## src/rtl/multipit_if.sv

```systemverilog
// Bus bundle for the multi-channel interval timer: configuration writes,
// interrupt clears, count readback and the expiry/interrupt outputs.
interface multipit_if #(
  parameter int NUM_CH    = 4,
  parameter int WIDTH     = 16,
  parameter int PRE_WIDTH = 8
);
  localparam int CH_W = (NUM_CH > 1) ? $clog2(NUM_CH) : 1;

  logic [PRE_WIDTH-1:0] prescale;
  logic                 cfg_we;
  logic [CH_W-1:0]      cfg_ch;
  logic [WIDTH-1:0]     cfg_reload;
  logic                 cfg_enable;
  logic                 cfg_repeat;
  logic [NUM_CH-1:0]    irq_clear;
  logic [CH_W-1:0]      cnt_sel;
  logic [WIDTH-1:0]     cnt_value;
  logic [NUM_CH-1:0]    expire;
  logic [NUM_CH-1:0]    irq_pending;
  logic                 irq;

  // Timer side
  modport slave (
    input  prescale, cfg_we, cfg_ch, cfg_reload, cfg_enable, cfg_repeat,
    input  irq_clear, cnt_sel,
    output cnt_value, expire, irq_pending, irq
  );

  // Register front-end / interrupt aggregator side
  modport master (
    output prescale, cfg_we, cfg_ch, cfg_reload, cfg_enable, cfg_repeat,
    output irq_clear, cnt_sel,
    input  cnt_value, expire, irq_pending, irq
  );
endinterface

```

## src/rtl/multipit.sv

```systemverilog
// Multi-channel programmable interval timer. One free-running prescaler
// produces a shared tick; each channel is an independent down-counter with
// one-shot or repeating reload and a sticky W1C pending flag.

// One timer channel: IDLE/RUN FSM with registered count, expire and pending.
module multipit_ch #(
  parameter int WIDTH = 16
) (
  input  logic             clk,
  input  logic             rst_n,
  input  logic             tick,
  input  logic             wr,
  input  logic [WIDTH-1:0] wr_reload,
  input  logic             wr_enable,
  input  logic             wr_repeat,
  input  logic             clr,
  output logic [WIDTH-1:0] count,
  output logic             expire,
  output logic             pending
);
  typedef enum logic {IDLE, RUN} state_t;

  state_t           state;
  logic [WIDTH-1:0] reload;
  logic             rep;
  logic             hit;

  // Expiry: a running channel sitting at zero when the tick arrives
  assign hit = tick && (state == RUN) && (count == '0);

  // Channel FSM; a config write overrides the counting update, but the
  // expiry still raises expire/pending, and a set beats a clear
  always_ff @(posedge clk or negedge rst_n) begin
    if (!rst_n) begin
      state   <= IDLE;
      count   <= '0;
      reload  <= '0;
      rep     <= 1'b0;
      expire  <= 1'b0;
      pending <= 1'b0;
    end else begin
      expire <= hit;
      if (hit)      pending <= 1'b1;
      else if (clr) pending <= 1'b0;

      if (wr) begin
        reload <= wr_reload;
        count  <= wr_reload;
        rep    <= wr_repeat;
        state  <= wr_enable ? RUN : IDLE;
      end else if (tick && state == RUN) begin
        if (count != '0) count <= count - 1'b1;
        else if (rep)    count <= reload;
        else             state <= IDLE;
      end
    end
  end
endmodule

module multipit #(
  parameter int NUM_CH    = 4,
  parameter int WIDTH     = 16,
  parameter int PRE_WIDTH = 8
) (
  input  logic       clk,
  input  logic       rst_n,
  multipit_if.slave  bus
);
  localparam int CH_W = (NUM_CH > 1) ? $clog2(NUM_CH) : 1;

  logic [PRE_WIDTH-1:0]          pre_cnt;
  logic                          tick;
  logic [NUM_CH-1:0][WIDTH-1:0]  cnt;
  logic [WIDTH-1:0]              cnt_mux;

  // >= rather than == so lowering prescale below pre_cnt ticks at once
  assign tick = (pre_cnt >= bus.prescale);

  // Free-running prescaler; config writes never disturb its phase
  always_ff @(posedge clk or negedge rst_n) begin
    if (!rst_n)    pre_cnt <= '0;
    else if (tick) pre_cnt <= '0;
    else           pre_cnt <= pre_cnt + 1'b1;
  end

  // Only in-range channels exist, so out-of-range cfg_ch matches nothing
  for (genvar gi = 0; gi < NUM_CH; gi++) begin : g_ch
    multipit_ch #(.WIDTH(WIDTH)) u_ch (
      .clk       (clk),
      .rst_n     (rst_n),
      .tick      (tick),
      .wr        (bus.cfg_we && (bus.cfg_ch == CH_W'(gi))),
      .wr_reload (bus.cfg_reload),
      .wr_enable (bus.cfg_enable),
      .wr_repeat (bus.cfg_repeat),
      .clr       (bus.irq_clear[gi]),
      .count     (cnt[gi]),
      .expire    (bus.expire[gi]),
      .pending   (bus.irq_pending[gi])
    );
  end

  // Count readback mux; unpopulated selects read as zero
  always_comb begin
    cnt_mux = '0;
    for (int i = 0; i < NUM_CH; i++)
      if (bus.cnt_sel == CH_W'(i)) cnt_mux = cnt[i];
  end

  assign bus.cnt_value = cnt_mux;
  assign bus.irq       = |bus.irq_pending;
endmodule

```

## src/flat_wrapper.sv

```systemverilog
// flat-port wrapper written by rule: the top's interface ports become plain ports
module multipit_flat 
#(
  parameter int NUM_CH    = 4,
  parameter int WIDTH     = 16,
  parameter int PRE_WIDTH = 8
)
  (clk, rst_n, bus_prescale, bus_cfg_we, bus_cfg_ch, bus_cfg_reload, bus_cfg_enable, bus_cfg_repeat, bus_irq_clear, bus_cnt_sel, bus_cnt_value, bus_expire, bus_irq_pending, bus_irq);
  multipit_if #(.NUM_CH(NUM_CH), .WIDTH(WIDTH), .PRE_WIDTH(PRE_WIDTH)) bus_i ();
  input  logic clk;
  input  logic rst_n;
  input wire logic [$bits(bus_i.prescale)-1:0] bus_prescale;
  input wire logic [$bits(bus_i.cfg_we)-1:0] bus_cfg_we;
  input wire logic [$bits(bus_i.cfg_ch)-1:0] bus_cfg_ch;
  input wire logic [$bits(bus_i.cfg_reload)-1:0] bus_cfg_reload;
  input wire logic [$bits(bus_i.cfg_enable)-1:0] bus_cfg_enable;
  input wire logic [$bits(bus_i.cfg_repeat)-1:0] bus_cfg_repeat;
  input wire logic [$bits(bus_i.irq_clear)-1:0] bus_irq_clear;
  input wire logic [$bits(bus_i.cnt_sel)-1:0] bus_cnt_sel;
  output wire logic [$bits(bus_i.cnt_value)-1:0] bus_cnt_value;
  output wire logic [$bits(bus_i.expire)-1:0] bus_expire;
  output wire logic [$bits(bus_i.irq_pending)-1:0] bus_irq_pending;
  output wire logic [$bits(bus_i.irq)-1:0] bus_irq;
  assign bus_i.prescale = bus_prescale;
  assign bus_i.cfg_we = bus_cfg_we;
  assign bus_i.cfg_ch = bus_cfg_ch;
  assign bus_i.cfg_reload = bus_cfg_reload;
  assign bus_i.cfg_enable = bus_cfg_enable;
  assign bus_i.cfg_repeat = bus_cfg_repeat;
  assign bus_i.irq_clear = bus_irq_clear;
  assign bus_i.cnt_sel = bus_cnt_sel;
  assign bus_cnt_value = bus_i.cnt_value;
  assign bus_expire = bus_i.expire;
  assign bus_irq_pending = bus_i.irq_pending;
  assign bus_irq = bus_i.irq;
  multipit #(.NUM_CH(NUM_CH), .WIDTH(WIDTH), .PRE_WIDTH(PRE_WIDTH)) u_core (.clk(clk), .rst_n(rst_n), .bus(bus_i));
endmodule
```

## config.mk

```make
export PLATFORM = sky130hd
export DESIGN_NAME = multipit_flat
export DESIGN_NICKNAME = d
export VERILOG_FILES = /design/src/rtl/multipit_if.sv /design/src/rtl/multipit.sv /design/src/flat_wrapper.sv
export SDC_FILE = /design/constraint.sdc
export NUM_CORES = 1
export LEC_CHECK = 0
export BUFFER_PORTS_ARGS = -buffer_cell sky130_fd_sc_hd__buf_4
export CORE_UTILIZATION = 45
export CTS_BUF_LIST = sky130_fd_sc_hd__clkbuf_2 sky130_fd_sc_hd__clkbuf_4 sky130_fd_sc_hd__clkbuf_8
export DETAILED_ROUTE_END_ITERATION = 6
export SETUP_SLACK_MARGIN = 0.2
export SYNTH_ARGS = -nofsm -noshare
export SYNTH_HDL_FRONTEND = slang
export SYNTH_SLANG_ARGS = --single-unit
```

## constraint.sdc

```tcl
create_clock -name clk -period 2.4 [get_ports clk]
set_input_delay 0.48 -clock clk [delete_from_list [all_inputs] [get_ports clk]]
set_output_delay 0.48 -clock clk [all_outputs]
set_load 0.01 [all_outputs]
```

==> results of run 1 <==
==> registers in the layout, indices dropped and copies added, names as in the netlist <==
name and cells:
u_core.g_ch.u_ch.count 64, u_core.g_ch.u_ch.reload 64, u_core.pre_cnt 8, u_core.g_ch.u_ch.expire 4
u_core.g_ch.u_ch.pending 4, u_core.g_ch.u_ch.rep 4, u_core.g_ch.u_ch.state 4
==> routing by layer <==
metal  global-route usage (%)  vias up  share of wire, %
met5                        0        -             0.039
met4                     10.4        2               3.2
met3                     5.79       63               7.6
met2                     48.6      383                46
met1                     42.7     4261                43
li1                         -     3960                 -
==> repair_timing <==
item                                    in CTS  in global routing
gates cloned                                 0                  2
hold endpoints to repair                    43                  0
setup buffers                               15                 26
pin swaps                                   19                 61
gates resized for setup                     43                136
endpoints found under the setup margin      51                 76
hold buffers                                 1                  0
==> cell usage in the layout, fill, tap and decap left out, types with 7 or more instances in the layout <==
cell type and instances:
xor2_1 17, mux2i_1 14, nor2b_1 8, mux2_2 11, and3_1 8, buf_4 162
nor2_1 62, nand2_1 230, a21oi_1 33, clkbuf_8 23, inv_1 23, mux4_2 16
o21ai_0 25, nor4_1 12, xnor2_1 11, ha_1 12, nand3_1 53, nand2b_1 8
buf_6 45, o21ai_1 21, or4_1 7, nor3_1 12, o31ai_1 7, dfrtp_1 150
nand4_1 10, nand3_2 26
==> cells by family after synthesis <==
family                   count (synthesis)
AND/OR/NAND/NOR                        493
buffers and inverters                   95
adder cells (fa/ha/maj)                 17
multiplexers                            41
flip-flops                             152
XOR/XNOR                                28
AO/OA/AOI/OAI                          191
==> worst max-delay path by stage <==
stage | slack, ns | end | start | cells after the start
after floorplan | 0.11 | u_core.g_ch[0].u_ch.count[7] | u_core.g_ch[0].u_ch.count[0] | 7
after global routing | -0.1 | u_core.g_ch[0].u_ch.count[9] | u_core.g_ch[0].u_ch.count[0] | 9
after global placement | -0.04 | u_core.g_ch[0].u_ch.count[15] | bus_prescale[7] | 9
after detailed placement | -0.06 | u_core.g_ch[2].u_ch.count[13] | bus_prescale[7] | 10
final | -0.002 | u_core.g_ch[0].u_ch.count[9] | u_core.g_ch[0].u_ch.count[0] | 9
after CTS | 0.06 | u_core.g_ch[0].u_ch.count[12] | u_core.g_ch[0].u_ch.count[1] | 9
==> critical path: cells and delay by family, from the launching register on <==
family                     cells  cell delay, ns
adders and majority gates      1            0.13
buffers and inverters          2            0.22
AOI/OAI and AO/OA              1            0.20
and+or+nand+nor                5            1.38
DFF                            1            0.40
==> per-stage QoR <==
| stage | cell area [um2] | std cells | total power (W) | hold slack (ns) |
|---|---|---|---|---|
| floorplan | 9010 | 1017 | 0.00690 | 0.184 |
| global placement | 10400 | 1382 | 0.00910 | 0.451 |
| detailed placement | 10400 | 1382 | 0.00917 | 0.452 |
| CTS | 11100 | 1429 | 0.0118 | 0.173 |
| global route | 11900 | 1457 | 0.0134 | 0.183 |
| finish | 11900 | 1457 | 0.0126 | 0.197 |
==> power groups by stage <==
stage | clock network, W | logic (W) | registers (W)
6_report | 0.00234 | 0.00622 | 0.00409
5_1_grt | 0.00246 | 0.00674 | 0.00416
4_1_cts | 0.00236 | 0.00543 | 0.00401
3_5_place_dp | 0 | 0.00511 | 0.00406
3_3_place_gp | 0 | 0.00505 | 0.00405
2_1_floorplan | 0 | 0.00297 | 0.00393
==> area by class of cell <==
type	count	area (um2)	area share [%]
Timing Repair Buffer	215	1880	15.8
Multi-Input combinational cell	771	5310	44.6
Sequential cell	152	3810	32.0
Inverter	28	115	0.967
Tap cell	260	325	2.73
Clock buffer	25	332	2.79
Clock inverter	6	134	1.13
==> out/metrics.csv, run 1 <==
metric,value,unit
synth_compound_area_share,14.7,%
rrSetupSlack,-0.002,ns
violations,negative setup slack,
io_buffer_count,61,
cpPeakStageDelay,0.60,ns
post-route-min-period,2.40,ns
rsz0062_at_grt,true,
avgSynthCellArea,8.71,um2
r2r_start,u_core.g_ch[0].u_ch.count[0],
overflow,0,
grt.total_usage,30.9,%
synth_mux_area_share,7.05,%
clkTransAtPathRegs,0.09,ns
cp.arrival,2.81,ns
grt_pass1_vias,8095,
maxCapViolCount,0,
synth_top_family_by_area,simple AND/OR/NAND/NOR gates,
drtIter0Drc,813,
start_util,46.6,%
worstSetupStartpointType,register,
end_kind,register,
combinationalPowerShare,49.2,%
min_to,u_core.g_ch[3].u_ch.pending,
cts_buffers,17,
pre_cts_slack,-0.0636,ns
nets,1239,
slew_headroom,40.3,%
drc,0,
setup.worst_path.class,reg -> reg,
ir_worst_vdd,0.000457,V
async_flop_share,100,%
h-tree-depth,4,
setup_viol,1,
grt_max_degree,54,
n_fill_cell,1649,
fin_tns_setup,-0.00226,ns
hold_class,in -> reg,
synth_area_leaders,"dfrtp_1, nand2_1, nand3_1, mux4_2, nor2_1",
synth_seq_area_share,42.9,%
crit_required,2.80,ns
ys_ff_latch,152,
worstReg2RegEnd,u_core.g_ch[0].u_ch.count[9],
clkPwrFrac,18.5,%
hold_violations,0,
routed-via-count,8669,
die_h,142,um
core-area,0.0190,mm2
powerDensity,1060,mW/mm2
synth-main-ff-cell,dfrtp_1,
skew,0.0140,ns
synth-xor-area-share,2.77,%
die_w,142,um
drive_gt1_share,32.4,%
slowest_stage,or4_4,
gp_congestion,0.938,
synth_fa_ha_area_share,2.40,%
internal_power,0.00766,W
grt_pass1_wl,46300,um
synthSimpleGateAreaFrac,25.6,%
yosysTopAreaCell,dfrtp_1,
seq_power_share,32.3,%
diodes,0,
synth.top_cells.by_count,"nand2_1, dfrtp_1, nand3_1",
status,finished with violations,
syn2layout_area_growth,34.3,%
viasPerCell,5.95,
hold_start,bus_irq_clear[3],
synth_cell_types,70,
cts_sinks,152,
clk_latency,0.47,ns
synth_edf_count,0,
crit_top_cell,nand3_2,
wl_per_cell,21.0,um
synth_fp_nets,1071,
ys_warn_count,0,
slew_viol_final,0,
synth_top_area_share,42.9,%
yosysMostFrequentCell,nand2_1,
switchingPower,0.00499,W
post-route-period-util,100,%
antenna_found_initial,1,
synth_area,0.00886,mm2
utilization,62.6,%
rows,50,
crit_chain,"inv_2, ha_4, or4b_1, or4_4, o21ai_4, nand2b_4, buf_6, nand3_2, nand3_2",
reg2reg_depth,9,
whs_path_depth,2,
dr.pass1.iters,6,
clockBufferDepth,2,
max_freq,416,MHz
place_hpwl,21000,um
cts-root-buf,clkbuf_8,
layout_setup_ws,-0.00226,ns
cts_tree,yes,
antenna_left,0,
drt-total-wl,30600,um
tightest_slew,0.896,ns
num_io_pins,62,
p_sw_share,39.4,%
syn_inst,1017,
cp_max_fo,4,
power_leakage,5.53,nW
die-area,0.0203,mm2
No activity file was read; power rests on OpenSTA's default activity.
==> inputs of run 2 (changes only) <==
--- a/config.mk
+++ b/config.mk
@@ -6,9 +6,12 @@
 export NUM_CORES = 1
 export LEC_CHECK = 0
 export BUFFER_PORTS_ARGS = -buffer_cell sky130_fd_sc_hd__buf_4
+export CELL_PAD_IN_SITES_DETAIL_PLACEMENT = 0
+export CELL_PAD_IN_SITES_GLOBAL_PLACEMENT = 1
 export CORE_UTILIZATION = 45
 export CTS_BUF_LIST = sky130_fd_sc_hd__clkbuf_2 sky130_fd_sc_hd__clkbuf_4 sky130_fd_sc_hd__clkbuf_8
 export DETAILED_ROUTE_END_ITERATION = 6
+export PLACE_DENSITY_LB_ADDON = 0.1
 export SETUP_SLACK_MARGIN = 0.2
 export SYNTH_ARGS = -nofsm -noshare
 export SYNTH_HDL_FRONTEND = slang
==> constraint.sdc (replaced) <==
create_clock -name clk -period 2.6 [get_ports clk]
set_input_delay 0.52 -clock clk [delete_from_list [all_inputs] [get_ports clk]]
set_output_delay 0.52 -clock clk [all_outputs]
set_load 0.01 [all_outputs]
==> run 2 against run 1 <==
The run now ends clean. Sequential share of layout area up 3.8 points. Die area unchanged. Setup slack improved by 0.20 ns. Clock power decreased by 25%. Hold slack improved by 0.048 ns. Maximum frequency about the same. Sequential cell count is the same. Final area decreased by 11%. Critical path type unchanged. Largest power group unchanged. Routed wire length is 3.5% lower. Clock skew grew 0.0043 ns.
==> out/metrics.csv, run 2 (synthesized netlist as in run 1, its figures left out) <==
metric,value,unit
cp.arrival,2.80,ns
syn2layout_area_growth,20.1,%
powerDensity,954,mW/mm2
skew,0.0183,ns
start_util,46.6,%
status,"finished, final reports clean",
layout_common_cells,"nand2_1, dfrtp_1, buf_4",
max_freq,416,MHz
grt_pass1_vias,7876,
overflow,0,
cts_tree,yes,
dr.pass1.iters,7,
layout_setup_ws,0.199,ns
cts-root-buf,clkbuf_8,
cts_buffers,17,
hold_class,in -> reg,
use_met2,46.1,%
core-area,0.0190,mm2
hold_violations,0,
power_leakage,4.96,nW
setup_viol,0,
viasPerCell,5.85,
slew_viol_final,0,
h-tree-depth,4,
antenna_found_initial,0,
grt_pass1_wl,45400,um
seq_power_share,38.2,%
drtIter0Drc,717,
io_buffer_count,61,
maxCapViolCount,0,
tightest_slew,0.802,ns
nets,1180,
clockBufferDepth,2,
switchingPower,0.00420,W
end_kind,register,
ir_worst_vdd,0.000462,V
place_hpwl,20600,um
grt_max_degree,62,
rsz0062_at_grt,true,
gp_congestion,0.878,
antenna_left,0,
wl_per_cell,21.1,um
postPlaceCellArea,0.0100,mm2
n_fill_cell,1821,
power.total,0.0102,W
fin_hold_ws,0.245,ns
rows,50,
num_io_pins,62,
drive_gt1_share,22.1,%
drt-total-wl,29500,um
slew_headroom,46.5,%
grt_use_met1,41.8,%
diodes,0,
largest_registers,"u_core.g_ch.u_ch.count (64), u_core.g_ch.u_ch.reload (64), u_core.pre_cnt (8)",
p_sw_share,41.4,%
cts_sinks,152,
die_w,142,um
multi_input_area,0.00479,mm2
final_common_cell,nand2_1,
worstSetupStartpointType,register,
clk_latency,0.47,ns
routed-via-count,8178,
crit_required,3.00,ns
die_h,142,um
regArea,0.00380,mm2
post-route-min-period,2.40,ns
utilization,56.0,%
setup.worst_path.class,reg -> reg,
clkTransAtPathRegs,0.09,ns
grt.total_usage,30.5,%
internal_power,0.00596,W
clkPwrFrac,17.2,%
post-route-period-util,92.3,%
grtUsageMet3,6.83,%
die-area,0.0203,mm2
combinationalPowerShare,44.6,%
busiest_layer,met2,
pre_cts_slack,-0.0517,ns
cp_max_fo,10,
drc,0,
fin_area,0.0106,mm2
run 2: changes by cell type in the layout (fill, tap and decap cells not counted), moves of 8 or more:
cell and change:
buf_6 -42, nand3_1 +25, nand3_2 -24, o21ai_0 +18
buf_4 -15, o21ai_1 -12, o2111ai_1 +8
run 2: worst paths after layout:
check / startpoint / to / slack, ns / cells past startpoint
min: bus_irq_clear[2] / u_core.g_ch[2].u_ch.pending / 0.24 / 2
max reg2reg: u_core.pre_cnt[2] / u_core.g_ch[3].u_ch.count[2] / 0.20 / 10
min in group asynchronous: rst_n / u_core.g_ch[0].u_ch.count[11] / 0.55 / 2
max: u_core.pre_cnt[2] / u_core.g_ch[3].u_ch.count[2] / 0.20 / 10
min reg2reg: u_core.g_ch[2].u_ch.reload[2] / u_core.g_ch[2].u_ch.reload[2] / 0.48 / 2
max in group asynchronous: rst_n / u_core.g_ch[3].u_ch.reload[1] / 1.36 / 3
run 2: layout make-up:
type / count / area share (%)
clock inverter: 11 / 0.941
sequential: 152 / 35.8
clock buffer: 20 / 2.47
timing repair buffer: 157 / 11.8
multi-input combinational: 770 / 45.0
tap: 260 / 3.06
inverter: 28 / 0.988
run 2: timing repair:
item | in CTS | in global routing
pin swaps | 2 | 13
hold buffers | 1 | 0
setup buffers | 4 | 9
cloned | 0 | 3
endpoints found under the hold margin | 41 | 0
gates resized for setup | 8 | 28
endpoints found under the setup margin | 16 | 61
run 2: power groups by stage:
stage          clock network [W]  registers, W  logic (W)
2_1_floorplan                  0       0.00361    0.00264
3_3_place_gp                   0       0.00387    0.00418
3_5_place_dp                   0       0.00387    0.00423
4_1_cts                  0.00177       0.00384    0.00432
5_1_grt                  0.00187       0.00394    0.00498
6_report                 0.00175       0.00388    0.00453
run 2: layer usage:
metal  wire, um  share of wire [%]  vias to the layer above
met1      13200                 45                     3969
met4       1130                3.8                        0
met3       2170                7.3                       60
li1           -                  -                     3848
met2      13100                 44                      301
met5          0                  0                        -
run 2: critical path, stage by stage (launching register included):
cell	delay [ns]
dfrtp_2	0.46
ha_4	0.27
o21a_1	0.12
nor2_2	0.06
o31ai_4	0.31
buf_6	0.19
o211ai_1	0.15
buf_4	0.19
buf_8	0.13
a2111o_1	0.37
nand3_1	0.08
run 2: through the flow:
step | instances | TNS, ns
6_report | 1398 | 0
4_1_cts | 1386 | 0
3_5_place_dp | 1350 | -0.284
5_1_grt | 1398 | 0
3_3_place_gp | 1350 | 0
2_1_floorplan | 1017 | 0
